--- src/rtl/serial_adder_pkg.sv ---
// Shared types and helpers for the bit-serial adder: FSM state encoding
// and the bit-counter width function.
package serial_adder_pkg;

    typedef enum logic {
        ST_IDLE  = 1'b0,
        ST_SHIFT = 1'b1
    } state_t;

    // Wide enough to hold WIDTH-1 without wrapping.
    function automatic int cnt_width(input int width);
        return $clog2(width) + 1;
    endfunction

endpackage

--- src/rtl/full_adder_cell.sv ---
// One-bit full adder composed of two half adders with an OR on the carries.
module full_adder_cell (
    input  logic a,
    input  logic b,
    input  logic cin,
    output logic sum,
    output logic cout
);

    logic s0;
    logic c0;
    logic c1;

    half_adder u_ha0 (
        .a     (a),
        .b     (b),
        .sum   (s0),
        .carry (c0)
    );

    half_adder u_ha1 (
        .a     (s0),
        .b     (cin),
        .sum   (sum),
        .carry (c1)
    );

    assign cout = c0 | c1;

endmodule

--- src/rtl/half_adder.sv ---
// Single-bit half adder, the base cell of the adder family.
module half_adder (
    input  logic a,
    input  logic b,
    output logic sum,
    output logic carry
);

    assign sum   = a ^ b;
    assign carry = a & b;

endmodule

--- src/rtl/serial_adder.sv ---
// Bit-serial adder: WIDTH-bit operands, one bit per clock, LSB first.
// Define SERIAL_ADDER_CIN_EN to add a carry-in port sampled with the operands.
module serial_adder
    import serial_adder_pkg::*;
#(
    parameter int WIDTH = 8
) (
    input  logic             clk,
    input  logic             rst,
    input  logic             start,
`ifdef SERIAL_ADDER_CIN_EN
    input  logic             cin,
`endif
    input  logic [WIDTH-1:0] a_in,
    input  logic [WIDTH-1:0] b_in,
    output logic             busy,
    output logic             done,
    output logic [WIDTH-1:0] sum_out,
    output logic             cout
);

    localparam int CW = cnt_width(WIDTH);

    state_t           state;
    state_t           state_nxt;
    logic [WIDTH-1:0] a_sr;
    logic [WIDTH-1:0] b_sr;
    logic [WIDTH-2:0] r_sr;
    logic             carry;
    logic [CW-1:0]    cnt;
    logic             carry_init;
    logic             s;
    logic             c_nxt;
    logic             last;

`ifdef SERIAL_ADDER_CIN_EN
    assign carry_init = cin;
`else
    assign carry_init = 1'b0;
`endif

    full_adder_cell u_fa (
        .a    (a_sr[0]),
        .b    (b_sr[0]),
        .cin  (carry),
        .sum  (s),
        .cout (c_nxt)
    );

    assign last = (cnt == CW'(WIDTH - 1));
    assign busy = (state == ST_SHIFT);

    // NOTE: non-blocking (<=) in clocked blocks so every flop samples pre-edge values.
    always_ff @(posedge clk) begin
        if (rst) state <= ST_IDLE;
        else     state <= state_nxt;
    end

    // NOTE: default assigned first so no path leaves state_nxt unassigned (no latch).
    always_comb begin
        state_nxt = state;
        case (state)
            ST_IDLE:  if (start) state_nxt = ST_SHIFT;
            ST_SHIFT: if (last)  state_nxt = ST_IDLE;
            default:  state_nxt = ST_IDLE;
        endcase
    end

    // NOTE: the operand/result shift registers are reset as well, so an aborted
    // add leaves no stale bits behind; they are flops, not a RAM.
    always_ff @(posedge clk) begin
        if (rst) begin
            a_sr    <= '0;
            b_sr    <= '0;
            r_sr    <= '0;
            carry   <= 1'b0;
            cnt     <= '0;
            done    <= 1'b0;
            sum_out <= '0;
            cout    <= 1'b0;
        end else begin
            done <= 1'b0;
            case (state)
                ST_IDLE: begin
                    if (start) begin
                        a_sr  <= a_in;
                        b_sr  <= b_in;
                        carry <= carry_init;
                        cnt   <= '0;
                    end
                end
                ST_SHIFT: begin
                    carry <= c_nxt;
                    a_sr  <= a_sr >> 1;
                    b_sr  <= b_sr >> 1;
                    // New bit enters at the top; after WIDTH shifts bit 0 sits at the LSB.
                    r_sr  <= (WIDTH-1)'({s, r_sr} >> 1);
                    cnt   <= cnt + 1'b1;
                    if (last) begin
                        sum_out <= {s, r_sr};
                        cout    <= c_nxt;
                        done    <= 1'b1;
                    end
                end
                default: ;
            endcase
        end
    end

endmodule

--- config.mk ---
export PLATFORM = sky130hd
export DESIGN_NAME = serial_adder
export DESIGN_NICKNAME = d
export VERILOG_FILES = /design/src/rtl/serial_adder_pkg.sv /design/src/rtl/full_adder_cell.sv /design/src/rtl/half_adder.sv /design/src/rtl/serial_adder.sv
export SDC_FILE = /design/constraint.sdc
export NUM_CORES = 1
export LEC_CHECK = 0
export BUFFER_PORTS_ARGS = -buffer_cell sky130_fd_sc_hd__buf_2
export CAP_MARGIN = 0
export CORE_AREA = 2 2 63 65
export DETAILED_ROUTE_END_ITERATION = 7
export DIE_AREA = 0 0 65 67
export PLACE_DENSITY = 0.79
export SLEW_MARGIN = 20
export SYNTH_ARGS = -nofsm -noshare
export SYNTH_HDL_FRONTEND = slang
export SYNTH_SLANG_ARGS = --single-unit
--- constraint.sdc ---
create_clock -name clk -period 1.3 [get_ports clk]
set_clock_uncertainty 0.2 [all_clocks]
set_input_delay 0.13 -clock clk [delete_from_list [all_inputs] [get_ports clk]]
set_output_delay 0.13 -clock clk [all_outputs]
set_load 0.02 [all_outputs]
==> flow_metrics.tcl <==
set metrics [dict create \
    worstPathCellList "fa_2 > nand2_1 > a21oi_2" \
    num_rows 22 \
    outcome "finished with violations" \
    antenna_found_initial 0 \
    final_common_cell "dfxtp_1" \
    die_w_um 65 \
    syn_area_um2 1720 \
    yosysSeqAreaShare_pct 45.3 \
    wire_per_inst_um 12.7 \
    area_delta_synth_final_pct 31.1 \
    p_total_w 0.00240 \
    overflow 0 \
    dieArea_um2 4360 \
    final_cell_mix "dfxtp_1 (32), buf_2 (28), nor2_1 (27)" \
    violations "setup timing" \
    die_h_um 67 \
    h-tree-depth 2 \
    syn_avg_cell_area_um2 10.5 \
    slew_viol_final 0 \
    r2r.worst_path.cells 3 \
    path_max_fanout 2 \
    regToRegSetupSlack_ps -30 \
    worst-setup-path-type "reg -> reg" \
    placed_cells 241 \
    viasPerCell 5.03 \
    slowest_stage "fa_2" \
    grt_util_all_layers_pct 15.8 \
    nets 229 \
    finalSetupViolations 10 \
    cp_data_required_time_ps 1320 \
    finalWirelength_mm 3.25 \
    synthDistinctLibCells 25 \
    clk-insertion-delay-late_ps 280 \
    rsz0062_at_grt "true" \
    slowest_delay_ps 570 \
    timing.rr.end "sum_out[7]" \
    cts_tree "built" \
    yosys.area.top_type_share_pct 45.3 \
    cts.clk_slew.worst_paths_ps 70 \
    gp_congestion 0.797 \
    drtIter0Drc 27 \
    hold_viol 0 \
    cp-end-kind "flip-flop" \
    finalWorstSetupSlack_ps -33.8 \
    p_leak_nw 1.03 \
    grt_max_degree 40 \
    fin_crit_sh_pct 103 \
    min_from "a_in[3]" \
    hpwl_mm 2.03 \
    postSynthRegisterBits 39 \
    setup.worst_path.start_class "flip-flop" \
    core_um2 3610 \
    clockRootBuffer "clkbuf_8" \
    r2r-start "carry" \
    yosys_warnings 0 \
    antenna_left 0 \
    start_util_pct 47.8 \
    hold_class "in -> reg" \
    num_antenna_cells 0 \
    cap_violations 0 \
    worstPathArrival_ps 1350 \
    cts.sinks 39 \
    cts_inserted_buffers 5 \
    cellPowerDensity_nw_per_um2 1060 \
    min_path_cells 4 \
    fmax_ghz 0.750 \
    drc_errors 0 \
    max_slew.worst_pin.slew_ps 157 \
    netlist_instances 164 \
    holdPathEnd "a_sr[3]" \
    grt_pass1_wl_mm 5.28 \
    ios 30 \
    yosysTopAreaCell "dfxtp_1" \
    num_vias 1288 \
    synth_nets 185 \
    maxSlewHeadroom_pct 89.3 \
    netlist_top_cells_area "dfxtp_1 (45%), mux2i_1 (13%), mux2_4 (10%), nor2_1 (5.9%), a21oi_2 (4.6%)" \
    layoutNonFillerInstCount 256 \
    portBuffers 29 \
    irDropWorstVdd_uv 679 \
    drt_first_pass_iters 4 \
    grt_pass1_vias 1224 \
    drive_gt1_share_pct 44.7 \
    clk_path_buf_depth 2 \
    timing.final.crit_period_ps 1330 \
]
Yosys cell counts:
library cell	n
and4b_1	1
a21oi_1	5
nor3b_1	4
dfxtp_1	39
nand2_1	19
buf_6	4
inv_1	2
a21oi_2	9
mux2_2	2
nand3_1	1
nor2_1	27
xor2_1	1
mux2_4	12
buf_8	1
mux2i_1	23
buf_2	3
a211oi_1	1
buf_4	1
nand4b_2	1
nor3_1	2
nor3_2	1
fa_1	1
o21a_1	1
ha_1	1
clkbuf_1	2
layout make-up:
| type | count | area, um^2 |
|---|---|---|
| Clock inverter | 1 | 5.00 |
| Clock buffer | 6 | 82.6 |
| Fill cell | 278 | 1350 |
| Multi-Input combinational cell | 113 | 915 |
| Sequential cell | 39 | 792 |
| Timing Repair Buffer | 47 | 398 |
| Inverter | 2 | 7.51 |
| Tap cell | 48 | 60.1 |
through the flow:
step	setup WS [ps]	util, %	hold WS [ps]	setup TNS, ps	instance area [um^2]
after floorplan	4.94	-	125	0	1730
after global placement	-21.1	54.8	226	-143	1980
after detailed placement	-55.0	54.8	245	-401	1980
after CTS	-30.3	60.3	7.33	-57.3	2180
after global routing	-79.5	62.7	18.3	-780	2260
final	-33.8	62.7	10.6	-174	2260
timing repair:
action,4_1_cts,5_1_grt
hold buffers,2,0
setup endpoints to repair,11,15
endpoints found under the hold margin,2,0
gates cloned,1,1
buffers inserted,1,3
resized for setup,15,9
pin swaps,3,4
report_power, final:
part / total (W) / leakage (nW) / internal (W) / switching (W)
clock network: 0.000796 / 0.0470 / 0.000416 / 0.000380
logic: 0.000334 / 0.663 / 0.000203 / 0.000132
registers: 0.00127 / 0.321 / 0.00124 / 0.0000349
total: 0.00240 / 1.03 / 0.00186 / 0.000546
cells by family after synthesis:
kind of cell	share of synthesized area (%)
AND/OR/NAND/NOR	14.7
flip-flops	45.3
multiplexers	25.1
AO/OA/AOI/OAI	6.89
buffers and inverters	5.66
adder cells (fa/ha/maj)	1.89
XOR/XNOR	0.508
registers in the layout, summed over array words and instances (netlist names):
signal and count:
a_sr 8, b_sr 8, busy 1, carry 1, cnt 4, cout 1
done 1, r_sr 7, sum_out 8
routing by layer:
metal  global-route usage (%)  vias to the layer above  part of all wire, %
met4                     7.18                        0                  1.4
met2                     26.8                       21                   45
met5                        0                        -                    0
met3                     3.72                        7                  3.2
li1                         -                      645                    -
met1                     19.0                      615                   50
worst max-delay path: cells and delay by family (launching register included):
family	cells	cell delay, ps
compound gates	1	110
flops	1	330
fa+ha+maj	1	570
simple gates	1	60
worst max-delay path by stage:
stage                start         end  depth (start not counted)
floorplan           cnt[0]  sum_out[1]                          5
finish               carry  sum_out[7]                          3
CTS                  carry     r_sr[6]                          3
detailed placement  cnt[0]  sum_out[0]                          4
global route        cnt[1]  sum_out[3]                          5
global placement    cnt[0]  sum_out[5]                          4
Power figures use the tool's default switching activity.
